## config.mk

```make
export PLATFORM = sky130hd
export DESIGN_NAME = floppy_sensor_conditioner
export DESIGN_NICKNAME = d
export VERILOG_FILES = /design/src/rtl/floppy_sensor_pkg.sv /design/src/rtl/sensor_debounce.sv /design/src/rtl/floppy_sensor_conditioner.sv
export SDC_FILE = /design/constraint.sdc
export NUM_CORES = 1
export LEC_CHECK = 0
export CAP_MARGIN = 20
export CORE_MARGIN = 5
export CORE_UTILIZATION = 63
export DETAILED_ROUTE_END_ITERATION = 16
export GPL_TIMING_DRIVEN = 0
export PLACE_DENSITY = 0.83
export SKIP_LAST_GASP = 1
export SLEW_MARGIN = 20
export SYNTH_ARGS = -nofsm -noshare
export SYNTH_HDL_FRONTEND = slang
export SYNTH_SLANG_ARGS = --single-unit
```

## constraint.sdc

```tcl
create_clock -name clk -period 4.95 [get_ports clk]
set_input_delay 0.495 -clock clk [delete_from_list [all_inputs] [get_ports clk]]
set_output_delay 0.495 -clock clk [all_outputs]
set_load 0.01 [all_outputs]
```

## src/rtl/floppy_sensor_pkg.sv

```systemverilog
// floppy_sensor_pkg: shared sensor indices and drive-bus level constants
package floppy_sensor_pkg;
    localparam int N_SENS = 4;
    localparam int SENS_IDX = 0;
    localparam int SENS_T00 = 1;
    localparam int SENS_WPR = 2;
    localparam int SENS_DSK = 3;
    localparam logic BUS_ASSERT = 1'b0;
    localparam logic BUS_IDLE = 1'b1;
endpackage

```

## src/rtl/sensor_debounce.sv

```systemverilog
// sensor_debounce: synchronise one raw sensor, normalise polarity, debounce the level
module sensor_debounce #(
    parameter int SYNC_STAGES = 2,
    parameter int DEB_CYCLES = 1024
) (
    input  logic clk,
    input  logic rst_n,
    input  logic raw,
    input  logic pol,
    output logic deb
);
    localparam int CW = $clog2(DEB_CYCLES + 1);
    logic [SYNC_STAGES-1:0] sync_q, sync_d;
    logic [CW-1:0] cnt_q, cnt_d;
    logic deb_q, deb_d, lvl;
    // shift the synchroniser; count while the level disagrees, flip when the count would hit DEB_CYCLES
    always_comb begin
        sync_d = {sync_q[SYNC_STAGES-2:0], raw};
        lvl = pol ? sync_q[SYNC_STAGES-1] : ~sync_q[SYNC_STAGES-1];
        cnt_d = '0;
        deb_d = deb_q;
        if (lvl != deb_q) begin
            if (cnt_q == CW'(DEB_CYCLES - 1)) deb_d = lvl;
            else cnt_d = cnt_q + 1'b1;
        end
    end
    // state registers, all cleared by reset
    always_ff @(posedge clk or negedge rst_n) begin
        if (!rst_n) begin
            sync_q <= '0;
            cnt_q <= '0;
            deb_q <= 1'b0;
        end else begin
            sync_q <= sync_d;
            cnt_q <= cnt_d;
            deb_q <= deb_d;
        end
    end
    assign deb = deb_q;
endmodule

```

## src/rtl/floppy_sensor_conditioner.sv

```systemverilog
// floppy_sensor_conditioner: turn raw floppy sensors into active-low drive-bus signals
module floppy_sensor_conditioner
    import floppy_sensor_pkg::*;
#(
    parameter int SYNC_STAGES = 2,
    parameter int DEB_CYCLES = 1024,
    parameter int IDX_PULSE = 4096,
    parameter logic [3:0] SENS_POL = 4'b1110,
    parameter bit WP_WHEN_EMPTY = 1'b1
) (
    input  logic       clk,
    input  logic       rst_n,
    input  logic       ind_sens,
    input  logic       t00_sens,
    input  logic       wpr_sens,
    input  logic       dsk_sens,
    input  logic       motor_on_n,
    input  logic       step_n,
    output logic       index,
    output logic       track_0,
    output logic       wr_protect,
    output logic       dsk_chg,
    output logic [3:0] sens_dbg
);
    localparam int PW = $clog2(IDX_PULSE + 1);
    logic [N_SENS-1:0] raw, deb;
    logic [SYNC_STAGES-1:0] mot_sync_q, mot_sync_d, stp_sync_q, stp_sync_d;
    logic [PW-1:0] idx_cnt_q, idx_cnt_d;
    logic stp_prev_q, stp_prev_d, idx_prev_q, idx_prev_d;
    logic index_q, index_d, track_0_q, track_0_d;
    logic wr_protect_q, wr_protect_d, dsk_chg_q, dsk_chg_d;
    logic motor_on, disk, trig, step_fall;
    assign raw = {dsk_sens, wpr_sens, t00_sens, ind_sens};
    for (genvar i = 0; i < N_SENS; i++) begin : g_sens
        sensor_debounce #(
            .SYNC_STAGES(SYNC_STAGES),
            .DEB_CYCLES (DEB_CYCLES)
        ) u_deb (
            .clk  (clk),
            .rst_n(rst_n),
            .raw  (raw[i]),
            .pol  (SENS_POL[i]),
            .deb  (deb[i])
        );
    end
    // bus strobe sync, index pulse timer (truncated on motor-off/disk-out), output levels, disk-change latch (set wins)
    always_comb begin
        mot_sync_d = {mot_sync_q[SYNC_STAGES-2:0], motor_on_n};
        stp_sync_d = {stp_sync_q[SYNC_STAGES-2:0], step_n};
        stp_prev_d = stp_sync_q[SYNC_STAGES-1];
        idx_prev_d = deb[SENS_IDX];
        motor_on = ~mot_sync_q[SYNC_STAGES-1];
        disk = deb[SENS_DSK];
        trig = deb[SENS_IDX] & ~idx_prev_q & motor_on & disk;
        step_fall = stp_prev_q & ~stp_sync_q[SYNC_STAGES-1];
        idx_cnt_d = (idx_cnt_q != '0) ? ((motor_on && disk) ? idx_cnt_q - 1'b1 : '0)
                                      : (trig ? PW'(IDX_PULSE) : '0);
        index_d = (idx_cnt_d == '0) ? BUS_IDLE : BUS_ASSERT;
        track_0_d = ~deb[SENS_T00];
        wr_protect_d = ~(deb[SENS_WPR] | (WP_WHEN_EMPTY & ~disk));
        dsk_chg_d = !disk ? BUS_ASSERT : (step_fall ? BUS_IDLE : dsk_chg_q);
    end
    // state registers; reset drives the bus outputs to their power-up levels
    always_ff @(posedge clk or negedge rst_n) begin
        if (!rst_n) begin
            mot_sync_q <= '0;
            stp_sync_q <= '0;
            stp_prev_q <= 1'b0;
            idx_prev_q <= 1'b0;
            idx_cnt_q <= '0;
            index_q <= BUS_IDLE;
            track_0_q <= BUS_IDLE;
            wr_protect_q <= BUS_IDLE;
            dsk_chg_q <= BUS_ASSERT;
        end else begin
            mot_sync_q <= mot_sync_d;
            stp_sync_q <= stp_sync_d;
            stp_prev_q <= stp_prev_d;
            idx_prev_q <= idx_prev_d;
            idx_cnt_q <= idx_cnt_d;
            index_q <= index_d;
            track_0_q <= track_0_d;
            wr_protect_q <= wr_protect_d;
            dsk_chg_q <= dsk_chg_d;
        end
    end
    assign index = index_q;
    assign track_0 = track_0_q;
    assign wr_protect = wr_protect_q;
    assign dsk_chg = dsk_chg_q;
    assign sens_dbg = deb;
endmodule

```

==> reports/metrics.cfg, run 1 <==
[worst_setup_path]
crit_arrival_ns = 1.49
cp.required_ns = 4.45
worstPathMaxFanout = 6
r2r_end = g_sens[3].u_deb.cnt_q[0]$_DFF_PN0_
critical_path_class = flop to output port
r2r_slack_ns = 3.03
r2r.worst_path.cells = 7
r2r_start = g_sens[3].u_deb.cnt_q[0]$_DFF_PN0_
crit_path_end_kind = output port
cp-start-kind = flop

[routing]
wl_per_cell_um = 13.8
drt_iter0_markers = 113
num_vias = 2138
routed_wl_um = 5630
ant_nets = 0
drtPass1Iterations = 4
viasPerCell = 5.25
drc_errors = 0

[sta]
min_period_over_period_pct = 40.0
period_minus_slack_ns = 1.98
tightest_slew_ns = 0.434
rsz0062_at_grt = false
clock.fmax_mhz = 505
slew_headroom_pct = 70.8
finalHoldViolations = 0
finalMaxSlewViolations = 0
finalSetupViolations = 0
finClkSkew_ns = 0.00637
tns_ns = 0

[logic_synthesis]
syn-cell-area_um2 = 3350
ys_ff_latch = 79
syn_inst = 305
synth.distinct_cells = 38
yosysSeqAreaShare_pct = 59.1
synth_fp_nets = 318
avgSynthCellArea_um2 = 11.0
yosys_warnings = 0
synth_area_leaders = dfrtp_1 (57%), nor2_1 (7.6%), xor2_1 (6.5%)
synth_top_cell_by_area = dfrtp_1
synth_top_area_share_pct = 56.7

[clock_network]
postCtsSetupBuffers = 0
path_clk_slew_ns = 0.08
clockBufferDepth = 2
postCtsResizedCells = 0
tritoncts = done
root_buffer = clkbuf_8
clk_latency_ns = 0.35
hold_buffers = 0
cts_buffers = 9
cts_sinks = 79
htree_levels = 3

[run]
max_cap_violations = 0

[run_status]
status = finished, final reports clean

[pwr]
max-vdd-ir-drop_uv = 253
power_leakage_nw = 1.84
p_per_area_nw_per_um2 = 315

[final_layout]
layout.cells.non_filler = 407
nFillCells = 373
syn2layout_area_growth_pct = 14.0
layout-drive-gt1-share_pct = 10.7
n_antenna_cell = 0
finalNetCount = 345

[floorplan]
initial_core_util_pct = 65.2
fp.dieH_um = 82.9
die_area_um2 = 6880
die_x_um = 82.9
rows = 26
core_area_um2 = 5140
ioPinCount = 16

[global_route]
grt_overflow_total = 0
grt_max_degree = 60
grt_pass1_wl_um = 9770
antenna_found_initial = 0
grt_pass1_vias = 2195
grt_usage_pct = 17.5

[placement]
io_buffers = 15
dp.cells = 391
dp.final_hpwl_um = 3590
place_congestion = 0.752

[worst_hold_path]
hp-class = input pin to async pin

## cells in the mapped netlist
master	count
dfstp_2	3
ha_1	5
clkbuf_1	3
o21a_1	1
nor3_1	2
or2_1	1
nor3b_1	1
nand4_1	5
xnor2_1	21
and4_1	4
buf_4	4
dfrtp_1	76
nand2b_1	2
or4_1	1
mux2_2	2
nand3_1	14
and3b_1	3
nand2_1	21
nand4b_1	1
nor2b_1	2
xor2_1	25
or2_2	5
nor4_4	1
nor2_1	68
o31ai_1	1
nor2_2	1
a21oi_1	4
or4b_1	1
mux2i_1	1
nand3_4	1
o21ai_0	2
nor4b_1	1
a221oi_1	1
inv_1	7
and3_1	10
nor4_1	2
o41ai_1	1
buf_6	1
## flip-flops by register name, summed over array words and instances (netlist names)
| register | cells |
|---|---|
| idx_prev_q | 1 |
| stp_sync_q | 2 |
| g_sens.u_deb.deb | 4 |
| g_sens.u_deb.cnt_q | 44 |
| index | 1 |
| track_0 | 1 |
| stp_prev_q | 1 |
| dsk_chg | 1 |
| g_sens.u_deb.sync_q | 8 |
| idx_cnt_q | 13 |
| wr_protect | 1 |
| mot_sync_q | 2 |
## critical path: stages (launching register included)
cell             delay [ns]
dfrtp_1                0.47
buf_4                  0.15
clkdlybuf4s50_1        0.52
## worst max-delay path by stage
stage                                                from                                  to  slack [ns]  cells after the start
after global placement                              rst_n  g_sens[2].u_deb.cnt_q[4]$_DFF_PN0_        0.75                      1
after CTS                 g_sens[0].u_deb.deb$_DFFE_PN0P_                         sens_dbg[0]        2.95                      2
after global routing      g_sens[0].u_deb.deb$_DFFE_PN0P_                         sens_dbg[0]        2.90                      2
after floorplan                    idx_cnt_q[0]$_DFF_PN0_                     index$_DFF_PN1_        3.27                      6
final                     g_sens[3].u_deb.deb$_DFFE_PN0P_                         sens_dbg[3]        2.97                      2
after detailed placement           idx_cnt_q[0]$_DFF_PN0_                     index$_DFF_PN1_        3.10                      6
## power breakdown
part / leakage (nW) / internal [mW] / switching [mW] / total [mW]
sequential: 1.05 / 0.658 / 0.0113 / 0.669
combinational: 0.680 / 0.0177 / 0.0258 / 0.0434
clock: 0.105 / 0.260 / 0.232 / 0.491
## layer usage
metal / track usage [%] / vias to the layer above / share of wire, %
met2: 29.2 / 36 / 49
met3: 5.05 / 11 / 3.1
met5: 0 / - / 0
li1: - / 1054 / -
met1: 20.7 / 1037 / 45
met4: 8.32 / 0 / 2.3
## cell type report
| class | instances | area [um^2] | area share (%) |
|---|---|---|---|
| plain buffers | 8 | 52.6 | 1.37 |
| clock buffers | 11 | 151 | 3.96 |
| clock inverters | 5 | 56.3 | 1.47 |
| inverters | 7 | 26.3 | 0.687 |
| multi-input cells | 211 | 1290 | 33.8 |
| flip-flops and latches | 79 | 1980 | 51.8 |
| well taps | 70 | 87.6 | 2.29 |
| repair buffers | 16 | 175 | 4.58 |
## per-stage QoR
step | setup slack (ns) | instance area (um^2) | power [mW] | hold WS (ns) | utilization, %
floorplan | 3.27 | 3350 | 0.698 | 0.199 | -
global placement | 0.747 | 3590 | 0.721 | 0.332 | 69.8
detailed placement | 3.10 | 3610 | 0.725 | 0.335 | 70.3
CTS | 2.95 | 3820 | 1.21 | 0.0227 | 74.4
global route | 2.90 | 3820 | 1.25 | 0.0325 | 74.4
finish | 2.97 | 3820 | 1.20 | 0.0269 | 74.4
## cell usage in the layout (no fill, tap or decap), types with 2 or more instances in the layout
| master | instances |
|---|---|
| nand2_1 | 21 |
| nand2b_1 | 2 |
| buf_4 | 5 |
| clkinv_2 | 2 |
| and3b_1 | 3 |
| o21ai_0 | 2 |
| mux2_2 | 2 |
| xor2_1 | 25 |
| xnor2_1 | 21 |
| and3_1 | 10 |
| or2_2 | 5 |
| nor2_1 | 68 |
| and4_1 | 4 |
| clkdlybuf4s50_1 | 14 |
| nand4_1 | 5 |
| nor2b_1 | 2 |
| nor4_1 | 2 |
| a21oi_1 | 4 |
| clkbuf_1 | 3 |
| nand3_1 | 14 |
| clkbuf_8 | 11 |
| nor3_1 | 2 |
| ha_1 | 5 |
| dfstp_2 | 3 |
| dfrtp_1 | 76 |
| inv_1 | 7 |
## kinds of logic after synthesis
kind of cell | after synthesis | share of synthesized area, %
AO/OA/AOI/OAI | 10 | 1.87
flip-flops | 79 | 59.1
AND/OR/NAND/NOR | 147 | 21.8
multiplexers | 3 | 0.970
buffers and inverters | 15 | 2.35
adder cells (fa/ha/maj) | 5 | 1.87
XOR/XNOR | 46 | 12.0
(Power assumes the default switching activity.)
==> inputs of run 2 (changes only) <==
- CORE_UTILIZATION: 63 -> 59
- PLACE_DENSITY: 0.83 -> 0.78
- clock period: 4.95 -> 2 ns (I/O delays scaled with it)
==> run 2 against run 1 <==
Net effect: register-to-register slack lost 2.9 ns; clock-buffer cell count grew 2; routed wire length shrank 7.4%; via count fell by 2.1%; power up 150%; combinational power increased by 140%; final cell count up 0.49%; clock skew is 0.0027 ns higher.
==> reports/metrics.cfg, run 2 (same netlist as run 1, synthesis figures left out) <==
[pwr]
max-vdd-ir-drop_uv = 681  ; +170%
power_leakage_nw = 1.83  ; -0.32%
p_per_area_nw_per_um2 = 775  ; +150%

[global_route]
busiest_layer = met2
grt_overflow_total = 0  ; unchanged
grt_max_degree = 46  ; -23%
gr-usage-met3_pct = 3.69  ; -1.4 points
globalRouteMet1Util_pct = 22.2  ; +1.5 points
grt_usage_pct = 17.0  ; -0.44 points
grt_pass1_wl_um = 9790  ; +0.21%
grt_pass1_vias = 2174  ; -0.96%
met2_usage_pct = 26.6  ; -2.7 points
antenna_found_initial = 0  ; unchanged

[final_layout]
finalNetCount = 345  ; unchanged
largest_register_ffs = 44  ; unchanged
n_antenna_cell = 0  ; unchanged
top_regs = g_sens.u_deb.cnt_q (44), idx_cnt_q (13), g_sens.u_deb.sync_q (8)
layout-drive-gt1-share_pct = 10.1  ; -0.59 points
layout_commonest_cell = dfrtp_1
syn2layout_area_growth_pct = 13.9
final_area_um2 = 3820  ; -0.13%
final_cell_mix = dfrtp_1 (76), nor2_1 (68), xor2_1 (25), xnor2_1 (21), nand2_1 (21)
top_register = g_sens.u_deb.cnt_q

[sta]
clock.fmax_mhz = 544
finClkSkew_ns = 0.00907  ; +0.00271 ns
finalHoldViolations = 0  ; unchanged
rsz0062_at_grt = false
slew_headroom_pct = 63.1  ; -7.7 points
finalSetupViolations = 0  ; unchanged
layout_setup_ws_ns = 0.161  ; -2.81 ns
finalMaxSlewViolations = 0  ; unchanged
period_minus_slack_ns = 1.84
tightest_slew_ns = 0.554  ; +0.120 ns
min_period_over_period_pct = 91.9

[routing]
drc_errors = 0  ; unchanged
num_vias = 2094  ; -2.1%
ant_nets = 0  ; unchanged
viasPerCell = 5.12  ; -2.5%
wl_per_cell_um = 12.7  ; -7.9%
routed_wl_um = 5210  ; -7.4%
drt_iter0_markers = 64  ; -43%
drtPass1Iterations = 4  ; unchanged

[worst_setup_path]
path_cells = inv_1 -> ha_1 -> or4b_1 -> nor4b_1 -> nand4_1 -> a21oi_1
path_buf_inv = 1  ; -1
critical_path_class = flop to flop
slowest_delay_ns = 0.43  ; -0.09 ns
slowest_stage = or4b_1
crit_path_end_kind = flop
path_delay_family = simple AND/OR/NAND/NOR gates
cp.required_ns = 2.27  ; -2.18 ns
crit_arrival_ns = 2.11  ; +0.62 ns
worstPathMaxFanout = 4  ; -2
cp-start-kind = flop

[floorplan]
die_x_um = 85.4  ; +2.9%
core_area_um2 = 5510  ; +7.1%
die_area_um2 = 7290  ; +6.0%
ioPinCount = 16  ; unchanged
rows = 27  ; +3.8%
fp.dieH_um = 85.4  ; +2.9%
initial_core_util_pct = 60.9  ; -4.3 points

[placement]
io_buffers = 15  ; unchanged
placed_area_um2 = 3610  ; -0.14%
pre_cts_ws_ns = 0.149  ; -2.95 ns
dp.final_hpwl_um = 3570  ; -0.62%
place_congestion = 0.795  ; +5.7%

[worst_hold_path]
hp-class = input pin to flop

[clock_network]
clk_latency_ns = 0.34  ; about the same
tritoncts = done
cts_buffers = 9  ; unchanged
cts_sinks = 79  ; unchanged
clockBufferDepth = 2  ; unchanged
postCtsResizedCells = 0  ; unchanged
path_clk_slew_ns = 0.08  ; about the same
postCtsSetupBuffers = 0  ; unchanged
root_buffer = clkbuf_8
htree_levels = 3  ; unchanged

[run]
max_cap_violations = 0  ; unchanged

[run_status]
status = finished, final reports clean

[run 2: through the flow]
step / setup TNS [ns] / power (mW) / std cells / util (%) / hold slack, ns
after detailed placement: 0 / 1.79 / 393 / 65.6 / 0.233
after floorplan: 0 / 1.73 / 305 / - / -0.0956
after global placement: -149.08 / 1.78 / 392 / 65.2 / 0.333
final: 0 / 2.96 / 409 / 69.3 / 0.295
after CTS: 0 / 2.99 / 410 / 69.4 / 0.278
after global routing: 0 / 3.09 / 409 / 69.3 / 0.270
[run 2: path summary, 6_finish.rpt]
kind | startpoint | endpoint | slack, ns | depth (start not counted)
min in group asynchronous | rst_n | g_sens[3].u_deb.cnt_q[2]$_DFF_PN0_ | 0.39 | 2
max in group asynchronous | rst_n | track_0$_DFF_PN1_ | 0.99 | 3
worst min register to register | g_sens[0].u_deb.sync_q[0]$_DFF_PN0_ | g_sens[0].u_deb.sync_q[1]$_DFF_PN0_ | 0.35 | 0
worst max-delay path | idx_cnt_q[0]$_DFF_PN0_ | index$_DFF_PN1_ | 0.16 | 6
worst max register to register | idx_cnt_q[0]$_DFF_PN0_ | index$_DFF_PN1_ | 0.16 | 6
worst min-delay path | step_n | stp_sync_q[0]$_DFF_PN0_ | 0.29 | 1
[run 2: timing repair]
| action | in CTS | in global routing |
|---|---|---|
| endpoints found under the hold margin | 42 | 0 |
| setup endpoints to repair | 0 | 6 |
| hold buffers | 1 | 0 |
[run 2: power by group]
group,internal [mW],switching [mW],leakage [nW]
logic,0.0425,0.0616,0.680
clock network,0.645,0.553,0.0996
registers,1.63,0.0256,1.05
[run 2: cell type report]
| type | count | area (um^2) |
|---|---|---|
| Clock inverter | 3 | 42.5 |
| Timing Repair Buffer | 17 | 178 |
| Inverter | 7 | 26.3 |
| Tap cell | 72 | 90.1 |
| Fill cell | 411 | 1690 |
| Sequential cell | 79 | 1980 |
| Multi-Input combinational cell | 211 | 1290 |
| Buffer | 7 | 48.8 |
| Clock buffer | 13 | 159 |
[run 2: routing by layer]
layer | wire [um] | share of wire, % | vias to the layer above
li1 | - | - | 1052
met1 | 2530 | 49 | 1008
met3 | 124 | 2.4 | 13
met4 | 147 | 2.8 | 0
met2 | 2410 | 46 | 21
met5 | 0 | 0 | -
